[src/rtl/core_if_pcgen_pkg.sv]
// Shared core-wide widths and encodings used by the IF-stage fetch-PC generator.
package core_if_pcgen_pkg;

    localparam int CORE_PC_WIDTH = 32;
    localparam int CORE_XLEN     = 32;

    // addi x0, x0, 0
    localparam logic [31:0] CORE_NOP = 32'h0000_0013;

endpackage

[src/rtl/core_if_pcgen.sv]
// Fetch-PC generator with a single-entry fetch buffer: one outstanding request,
// held instruction offered to ID, next PC chosen by the static predictor or an EXU redirect.
module core_if_pcgen
    import core_if_pcgen_pkg::*;
#(
    parameter logic [CORE_PC_WIDTH-1:0] RESET_PC = 32'h8000_0000
) (
    input  logic                     clk,
    input  logic                     rst,
    output logic                     ifu_req_valid,
    input  logic                     ifu_req_ready,
    output logic [CORE_PC_WIDTH-1:0] ifu_req_pc,
    input  logic                     ifu_rsp_valid,
    input  logic [31:0]              ifu_rsp_inst,
    output logic [CORE_PC_WIDTH-1:0] current_pc,
    output logic [31:0]              current_inst,
    input  logic                     bju_pc_bj_predict,
    input  logic [CORE_PC_WIDTH-1:0] bju_pc_offset,
    input  logic                     exu_redirect_valid,
    input  logic [CORE_PC_WIDTH-1:0] exu_redirect_pc,
    output logic                     if_out_valid,
    input  logic                     if_out_ready,
    output logic                     if_out_pred_taken
);

    // Handshakes: a transfer happens on a rising edge where valid and ready are both high;
    // valid never waits on ready, and the payload is held stable until the transfer.
    typedef enum logic [1:0] {
        S_BOOT = 2'd0,
        S_REQ  = 2'd1,
        S_WAIT = 2'd2,
        S_HOLD = 2'd3
    } state_t;

    state_t                   state_q;
    logic [CORE_PC_WIDTH-1:0] pc_q;
    logic                     drop_q;
    logic [CORE_PC_WIDTH-1:0] hold_pc_q;
    logic [31:0]              hold_inst_q;
    logic [CORE_PC_WIDTH-1:0] next_pc;

    assign next_pc = hold_pc_q + (bju_pc_bj_predict ? bju_pc_offset : CORE_PC_WIDTH'(4));

    always_ff @(posedge clk or posedge rst) begin
        if (rst) begin
            state_q     <= S_BOOT;
            pc_q        <= RESET_PC;
            drop_q      <= 1'b0;
            hold_pc_q   <= RESET_PC;
            hold_inst_q <= CORE_NOP;
        end else begin
            case (state_q)
                S_BOOT: state_q <= S_REQ;
                S_REQ: begin
                    if (exu_redirect_valid) pc_q <= exu_redirect_pc;
                    // A request issued alongside a redirect fetched the old path.
                    if (ifu_req_ready) begin
                        state_q <= S_WAIT;
                        drop_q  <= exu_redirect_valid;
                    end
                end
                S_WAIT: begin
                    if (ifu_rsp_valid) begin
                        drop_q <= 1'b0;
                        if (!drop_q && !exu_redirect_valid) begin
                            hold_pc_q   <= pc_q;
                            hold_inst_q <= ifu_rsp_inst;
                            state_q     <= S_HOLD;
                        end else begin
                            if (exu_redirect_valid) pc_q <= exu_redirect_pc;
                            state_q <= S_REQ;
                        end
                    end else if (exu_redirect_valid) begin
                        drop_q <= 1'b1;
                        pc_q   <= exu_redirect_pc;
                    end
                end
                S_HOLD: begin
                    if (exu_redirect_valid) begin
                        pc_q    <= exu_redirect_pc;
                        state_q <= S_REQ;
                    end else if (if_out_ready) begin
                        pc_q    <= next_pc;
                        state_q <= S_REQ;
                    end
                end
                default: state_q <= S_BOOT;
            endcase
        end
    end

    assign ifu_req_valid     = (state_q == S_REQ);
    assign ifu_req_pc        = pc_q;
    assign current_pc        = hold_pc_q;
    assign current_inst      = hold_inst_q;
    assign if_out_valid      = (state_q == S_HOLD) && !exu_redirect_valid;
    assign if_out_pred_taken = if_out_valid && bju_pc_bj_predict;

endmodule

[config.mk]
export PLATFORM = sky130hd
export DESIGN_NAME = core_if_pcgen
export DESIGN_NICKNAME = d
export VERILOG_FILES = /design/src/rtl/core_if_pcgen_pkg.sv /design/src/rtl/core_if_pcgen.sv
export SDC_FILE = /design/constraint.sdc
export NUM_CORES = 1
export LEC_CHECK = 0
export CORE_ASPECT_RATIO = 0.75
export CORE_MARGIN = 10
export CORE_UTILIZATION = 42
export DETAILED_ROUTE_END_ITERATION = 12
export GPL_TIMING_DRIVEN = 0
export PLACE_DENSITY = 0.84
export SYNTH_ARGS = -nofsm -noshare
export SYNTH_HDL_FRONTEND = slang
export SYNTH_SLANG_ARGS = --single-unit
[constraint.sdc]
create_clock -name clk -period 3.15 [get_ports clk]
set_clock_uncertainty 0.1 [all_clocks]
set_input_delay 0.4725 -clock clk [delete_from_list [all_inputs] [get_ports clk]]
set_output_delay 0.4725 -clock clk [all_outputs]
set_load 0.01 [all_outputs]
== Yosys cells after proc, flatten, opt, wreduce, memory -nomap -nowiden ==
Index checks and enable logic that the tools add are counted.

* Flip-flop bits (word level): 99
* Bits of input ports: 103
* Output and inout bits: 99
* Word-level logic and storage cells: 43

* Add/sub/neg operators: 1
* Equal/unequal tests: 8
* Mux-type cells: 17
* Reductions and logical operators: 12

{| class="wikitable"
|+ Operators with widths
! kind !! count
|-
| $mux W32 || 6
|-
| $pmux W32 S3 || 1
|-
| $add A32 B32 Y32 || 1
|-
| $reduce_and A3 Y1 || 4
|-
| $mux W2 || 5
|-
| $ne A3 B3 Y1 const B || 3
|-
| $pmux W2 S4 || 1
|-
| $eq A2 B2 Y1 const B || 2
|-
| $logic_and A1 B1 Y1 || 3
|-
| $mux W1 || 3
|-
| $reduce_bool A3 Y1 || 1
|-
| $eq A2 B1 Y1 const B || 1
|-
| $logic_not A1 Y1 || 2
|-
| $logic_not A2 Y1 || 1
|-
| $ne A2 B1 Y1 const B || 1
|-
| $ne A2 B2 Y1 const B || 1
|-
| $pmux W1 S2 || 1
|-
| $reduce_bool A2 Y1 || 1
|}

== Logic depth before layout (Yosys ltp) ==
* Depth after elaboration: 5
* Mapped depth: 11
* Gate-level depth less buffers: 10

== Least setup slack after synthesis ==
OpenSTA, ideal clock, no wires.

* Kind: input to register
* From: in bju_pc_bj_predict
* To: reg pc_q[28], in the netlist ifu_req_pc[28]
* Library setup time: 131 ps
* Data arrival time: 2687 ps
* Required time: 2919 ps
* Slack: 232 ps
* Stages: 11
* Path buffers: 1
* Cell sequence: clkbuf_1 > and2_1 > ha_1 > fa_1 > a21oi_1 > o221ai_1 > a221oi_1 > o21ai_1 > a221oi_1 > xor2_1 > o21ai_1

* Longest elaborated chain between the ends: 5

{| class="wikitable"
|+ RTL lines
! what !! RTL line !! RTL
|-
| from (decl) || core_if_pcgen.sv:17 || <nowiki>input logic bju_pc_bj_predict,</nowiki>
|-
| $mux W32 || core_if_pcgen.sv:42 || <nowiki>assign next_pc = hold_pc_q + (bju_pc_bj_predict ? bju_pc_offset : CORE_PC_WIDTH'(4));</nowiki>
|-
| $add A32 B32 Y32 || core_if_pcgen.sv:42 ||
|-
| $mux W32 || core_if_pcgen.sv:82 || <nowiki>end else if (if_out_ready) begin</nowiki>
|-
| $mux W32 || core_if_pcgen.sv:79 || <nowiki>if (exu_redirect_valid) begin</nowiki>
|-
| $pmux W32 S3 || core_if_pcgen.sv:52 || <nowiki>case (state_q)</nowiki>
|-
| to (signal assigned) || core_if_pcgen.sv:55 || <nowiki>if (exu_redirect_valid) pc_q <= exu_redirect_pc;</nowiki>
|-
| to (signal assigned) || core_if_pcgen.sv:80 || <nowiki>pc_q <= exu_redirect_pc;</nowiki>
|-
| to (signal assigned) || core_if_pcgen.sv:83 || <nowiki>pc_q <= next_pc;</nowiki>
|-
| to (decl) || core_if_pcgen.sv:36 || <nowiki>logic [CORE_PC_WIDTH-1:0] pc_q;</nowiki>
|}

No other way between the ends. The select of a mux whose other input is x is not followed.
A chain may end at the register's enable or synchronous reset.

== Worst setup path in the final report ==
Ends and elaborated chain as after synthesis.

==> out/results.tsv <==
stage	metric	value	unit
outcome	status	finished, final reports clean	
die	io pins	202	
route	Iter 0 DRT Violations	382	
placement	DP Worst Slack	-1.14	ns
sta	post-layout min period	3.05	ns
layout	diodes inserted	0	
power_and_ir_drop	Leak	3.75	nW
synth	Ys Warns	0	
critical_path	reg2reg start	state_q[0]	
power_and_ir_drop	Flop pwr share	31.5	%
critical_path	CP required	3.28	ns
critical_path	CP Class	in2reg	
sta	Final Max Slew Viols	0	
route	drt pass-1 iters	6	
sta	Worst Hold Slack	0.408	ns
die	Initial Utilization	43.5	%
clocking	Reg clk slew, reported paths	0.08	ns
clocking	H-tree levels	3	
synth	EDFF count, synth	0	
grt	initial antenna violation count	0	
placement	placed inst area	8350	um2
die	core footprint	13900	um2
critical_path	Crit. End Element	flip-flop	
layout	commonest cells after routing, fill and taps aside	clkdlybuf4s50_1, dfrtp_1, mux2_2, a21oi_1, nand2_1	
layout	final core occ	62.6	%
sta	Final Hold Vio Count	0	
grt	largest net degree at the start of global routing	39	
layout	share of layout cells above drive strength 1	15.4	%
worst_hold_path	min-delay src	current_inst[25]	
sta	Max transition margin	46.7	%
layout	commonest non-fill, non-tap cell in the layout	clkdlybuf4s50_1	
synth	syn_nets	750	
route	DRC	0	
critical_path	CP Launch Type	primary input	
critical_path	worst reg2reg path depth	10	
grt	first-pass GRT wire length	32300	um
synth	syn avg cell area	9.94	um2
critical_path	Worst EP arrival	3.18	ns
power_and_ir_drop	Sw Pwr	2.90	mW
sta	RSZ-0062 raised after global routing	yes	
clocking	root buf cell	clkbuf_16	
power_and_ir_drop	Pwr per Cell Area	844	nW/um2
die	chip width	159	um
layout	Post-Layout Cell Count	1024	
route	Via Count	5509	
layout	Final nets	964	
power_and_ir_drop	total power	7.37	mW
sta	Slew @ Worst Pin	0.797	ns
die	Die ar.	19700	um2
route	post-route ant nets	0	
synth	Post-Syn Instances	610	
die	site row count	37	
die	die height	124	um
critical_path	Critical Path Fanout Max	10	
grt	gr usage total	20.6	%
power_and_ir_drop	Internal Power	4.47	mW
placement	RePlAce Congestion	0.924	
synth	cell area after synthesis	6060	um2
synth	sequential fraction of the synthesis area	41.0	%
synth	Yosys reg bits	99	
worst_hold_path	Hold WC Path Type	reg2reg	
layout	fin area	8730	um2
power_and_ir_drop	Comb pwr share	53.3	%
clocking	CTS Buf Count	9	
clocking	CTS Sinks	99	
clocking	CTS Buffer Depth	2	
grt	Remaining Overflow, GRT	0	
run	Max-cap violations	0	
route	routed wire length	20700	um
clocking	clock latency on the worst-skew pair	0.36	ns
clocking	TritonCTS clock tree	done	
worst_hold_path	Hold Path End	current_inst[25]	
power_and_ir_drop	Peak VDD IR	0.530	mV
worst_hold_path	Min-Delay Path Depth	1	
route	WL/cell	20.2	um
critical_path	r2r endpoint	ifu_req_pc[21]	
power_and_ir_drop	clock network fraction of design power	15.2	%
placement	IO buf count	200	
sta	Setup WS post-layout	0.0979	ns
sta	TNS Setup	0	ns
placement	Placed Cells	1007	
synth	ys async rst share	100	%
layout	area grow syn2layout	44.0	%
sta	fin crit share	96.9	%
power_and_ir_drop	switching share of total power	39.4	%
sta	Setup Viol. Count Final	0	
sta	FMAX	328	MHz
placement	DP HPWL	16300	um
grt	vias in the first global route	5733	
route	vias per cell	5.38	
synth	Yosys cell types	61	
synth	top_reg_cell synth	dfrtp_1	
critical_path	r2r setup slk	0.37	ns
## cell type report
cell class | count | area, um2
buffer | 34 | 173
multi-input combinational | 459 | 3410
tap | 195 | 244
inverter | 17 | 68.8
fill | 1190 | 5200
clock inverter | 7 | 66.3
timing repair buffer | 204 | 2060
sequential | 99 | 2480
clock buffer | 9 | 225
## power groups by stage
stage / logic [mW] / clock network [mW] / registers (mW)
after floorplan: 1.76 / 0 / 2.51
after global placement: 3.81 / 0 / 2.31
after detailed placement: 3.86 / 0 / 2.34
after CTS: 3.92 / 1.15 / 2.32
after global routing: 4.29 / 1.18 / 2.40
final: 3.93 / 1.12 / 2.32
## timing repair
action	CTS	global route
gates cloned	0	0
endpoints found under the setup margin	23	10
setup buffers	1	1
gates resized for setup	15	11
hold buffers	0	0
pin swaps	2	6
## Yosys cell counts (all sizes together) (14+ instances only)
cell    number  area [um2]
dfrtp       94        2350
o21ai       34         170
xor2        14         123
nor2        34         128
ha          36         450
mux2        65         732
and2        32         200
clkbuf      20        75.1
a21oi       60         304
buf         15        91.3
inv         16        60.1
nand2       44         165
## per-layer routing
metal  routed length, um  track usage [%]
met2                8930             31.6
met3                2480             9.73
met1                9050             26.0
met4                 222             4.84
met5                   0                0
## logic make-up (layout without fill, tap and decap cells)
group / count (synthesis) / count (layout) / share of synthesized area (%)
mux: 69 / 69 / 12.7
compound gates: 166 / 166 / 17.9
simple gates: 164 / 164 / 13.6
xor+xnor: 23 / 23 / 3.32
buf+inv: 52 / 271 / 3.80
fa+ha+maj: 37 / 37 / 7.76
flops: 99 / 99 / 41.0
## critical path, stage by stage
cell and delay, ns:
clkdlybuf4s15_2 0.26, clkbuf_4 0.21, and2_1 0.15, ha_1 0.24, fa_2 0.40, a21oi_4 0.17
o221ai_2 0.16, a221oi_2 0.32, o21ai_2 0.17, a221oi_2 0.35, xor2_1 0.19, o21ai_1 0.08
## flip-flops by register name (all words and copies together) (netlist names)
register	flops
state_q	2
ifu_req_pc	32
current_inst	32
drop_q	1
current_pc	32
## worst max path at each step
stage | start | end | slack (ns) | cells after the start
floorplan | bju_pc_bj_predict | ifu_req_pc[28] | 0.23 | 11
global placement | bju_pc_bj_predict | ifu_req_pc[28] | -1.15 | 12
detailed placement | bju_pc_bj_predict | ifu_req_pc[28] | -1.14 | 12
CTS | state_q[0] | if_out_pred_taken | 0.06 | 7
global route | bju_pc_bj_predict | ifu_req_pc[28] | -0.04 | 12
finish | bju_pc_bj_predict | ifu_req_pc[28] | 0.1 | 12
Note: power is estimated with default switching activity, not from simulation.
==> variant, RTL diff (config.mk and constraints unchanged) <==
Change the package constant `CORE_PC_WIDTH` from 32 to 48.
--- a/src/rtl/core_if_pcgen_pkg.sv
+++ b/src/rtl/core_if_pcgen_pkg.sv
@@ -1,7 +1,7 @@
 // Shared core-wide widths and encodings used by the IF-stage fetch-PC generator.
 package core_if_pcgen_pkg;
 
-    localparam int CORE_PC_WIDTH = 32;
+    localparam int CORE_PC_WIDTH = 48;
     localparam int CORE_XLEN     = 32;
 
     // addi x0, x0, 0
Ports: changed (resized bju_pc_offset, current_pc, exu_redirect_pc and ifu_req_pc); port bits go from 202 to 266. No check against the original RTL was run, so the function may have changed too.
==> variant against the original RTL <==
Count of clock-buffer cells in the layout increased by 8; fmax decreased by 4.0%; core utilization increased by 3.5 points; register-to-register slack got worse by 0.32 ns; power increased by 56%; cell area increased by 49%; setup slack got worse by 0.13 ns; cell count increased by 45%; highest routed layer is now met5; first-iteration DRC count increased by 110%; area after synthesis increased by 40%; sequential cell count increased by 32; routed wire length increased by 60%; the run now ends with setup timing left.
==> variant: results (changes against the original RTL) <==
{
  "cp.arrival": {"value": 3.37, "unit": "ns", "change": "was 3.18 ns"},
  "drive_above_1_share": {"value": 21.8, "unit": "%", "change": "was 15.4%"},
  "final_net_count": {"value": 1409, "change": "was 964"},
  "worstPathMaxFanout": {"value": 7, "change": "was 10"},
  "global_route_wire_length_before_repair": {"value": 48800, "unit": "um", "change": "was 32300 um"},
  "met3RoutedLength": {"value": 3130, "unit": "um", "change": "was 2480 um"},
  "finalWorstSetupSlack": {"value": -0.0298, "unit": "ns", "change": "was 0.0979 ns"},
  "placed_cell_area": {"value": 11500, "unit": "um2", "change": "was 8350 um2"},
  "min_path_type": {"value": "in2async", "change": "was reg2reg"},
  "route.detailed.wl_per_inst": {"value": 22.3, "unit": "um", "change": "was 20.2 um"},
  "route.met2.wl": {"value": 15300, "unit": "um", "change": "was 8930 um"},
  "synth_cell_type_count": {"value": 67, "change": "was 61"},
  "timing.critical_path.slowest_stage_cell": {"value": "nor4b_4", "change": "was fa_2"},
  "clock_pin_slew_on_the_worst_setup_and_hold_paths": {"value": 0.06, "unit": "ns", "change": "was 0.08 ns"},
  "globalRouteTotalUtil": {"value": 23.9, "unit": "%", "change": "was 20.6%"},
  "grt_start_max_net_pins": {"value": 43, "change": "was 39"},
  "fin_crit": {"value": 3.18, "unit": "ns", "change": "was 3.05 ns"},
  "place_ws": {"value": -1.37, "unit": "ns", "change": "was -1.14 ns"},
  "top_metal_layer_carrying_routed_signals": {"value": "met5", "change": "was met4"},
  "setup_viol": {"value": 1, "change": "was 0"},
  "outcome": {"value": "complete, but fails checks", "change": "was completed"},
  "globalRouteMet3Util": {"value": 7.71, "unit": "%", "change": "was 9.73%"},
  "dpl_wire_length": {"value": 24900, "unit": "um", "change": "was 16300 um"},
  "cts_htree_levels": {"value": 4, "change": "was 3"},
  "clk_latency": {"value": 0.42, "unit": "ns", "change": "was 0.36 ns"},
  "detailroute.via_count": {"value": 8494, "change": "was 5509"},
  "grt_met1_usage": {"value": 31.1, "unit": "%", "change": "was 26.0%"},
  "cts-buffers-inserted": {"value": 17, "change": "was 9"},
  "static-leakage-power": {"value": 5.51, "unit": "nW", "change": "was 3.75 nW"},
  "mappedNetlistNets": {"value": 1086, "change": "was 750"},
  "drt-met1-wl": {"value": 14100, "unit": "um", "change": "was 9050 um"},
  "violations": {"value": "setup timing"},
  "synthTopCellsByCount": {"value": "dfrtp_1 (126), a21oi_1 (101), nand2_1 (81)", "change": "was dfrtp_1 (94), mux2_2 (64), a21oi_1 (59)"},
  "timing.slew.headroom": {"value": 47.7, "unit": "%", "change": "was 46.7%"},
  "post_synth_main_area_contributors": {"value": "dfrtp_1 (37%), mux2_2 (11%), ha_1 (7.7%)", "change": "was dfrtp_1 (39%), mux2_2 (12%), ha_1 (7.4%)"},
  "n_fill_cell": {"value": 1532, "change": "was 1190"},
  "synth.yosys.seq_area_share": {"value": 38.8, "unit": "%", "change": "was 41.0%"},
  "drt_pre_antenna_iters": {"value": 5, "change": "was 6"},
  "met2_usage": {"value": 37.6, "unit": "%", "change": "was 31.6%"}
}
-- variant: cell types whose count changed after synthesis, sizes merged, moves of 14 or more --
cell / before / now
a21oi: 60 / 106
and2: 32 / 48
clkbuf: 20 / 40
dfrtp: 94 / 126
ha: 36 / 52
mux2: 65 / 79
nand2: 44 / 81
nor2: 34 / 68
o21ai: 34 / 60
xnor2: 9 / 30
-- variant: metrics by stage --
step,instances,setup TNS [ns]
6_report,1488,-0.0298
5_1_grt,1487,-0.431
4_1_cts,1464,0
3_5_place_dp,1419,-39.64
3_3_place_gp,1416,-72.16
2_1_floorplan,898,0
-- variant: timing repair --
| action | in CTS | in global routing |
|---|---|---|
| setup endpoints to repair | 41 | 63 |
| pin swaps | 22 | 44 |
| hold endpoints to repair | 0 | 0 |
| resized for setup | 44 | 79 |
| setup buffers | 14 | 25 |
| cloned | 1 | 0 |
-- variant: report_power, final --
| group | internal [mW] | switching, mW | total (mW) |
|---|---|---|---|
| sequential | 2.48 | 0.689 | 3.17 |
| clock | 1.27 | 0.854 | 2.12 |
| combinational | 3.20 | 3.01 | 6.20 |
-- variant: cell type report --
type	count	area [um2]	area share [%]
clock inverter	15	194	1.50
clock buffer	17	425	3.28
multi-input combinational	703	5340	41.2
timing repair buffer	308	3040	23.4
antenna	1	2.50	0.0193
buffer	44	302	2.32
sequential	131	3280	25.3
inverter	16	63.8	0.492
tap	253	317	2.44
-- variant: final timing paths --
kind,depth (start not counted),slack (ns),startpoint,to
setup / recovery,16,-0.03,bju_pc_bj_predict,ifu_req_pc[45]$_DFFE_PP0P_
hold / removal,2,0.34,rst,current_inst[27]$_DFFE_PP0P_
setup reg to reg,12,0.05,current_pc[0]$_DFFE_PP0P_,ifu_req_pc[44]$_DFFE_PP0P_
hold reg to reg,1,0.40,current_inst[16]$_DFFE_PP0P_,current_inst[16]$_DFFE_PP0P_
max in group asynchronous,4,1.72,rst,ifu_req_pc[31]$_DFFE_PP1P_
min in group clk,1,0.40,current_inst[16]$_DFFE_PP0P_,current_inst[16]$_DFFE_PP0P_
-- variant: worst max-delay path: cells and delay by family --
kind,cells,cell delay (ns)
muxes,1,0.14
AOI/OAI and AO/OA,3,0.42
and+or+nand+nor,6,1.39
adders and majority gates,1,0.26
buffers and inverters,4,0.54
xor gates and xnor gates,1,0.14
-- variant: logic make-up (layout without fill, tap and decap cells) --
kind of cell | Yosys count | count (layout) | synth area share, %
xor+xnor | 42 | 42 | 4.34
fa+ha+maj | 53 | 53 | 7.92
simple gates | 277 | 277 | 16.2
compound gates | 251 | 251 | 18.7
buf+inv | 64 | 400 | 3.41
flops | 131 | 131 | 38.8
mux | 80 | 80 | 10.6
other cells | 0 | 1 | 0
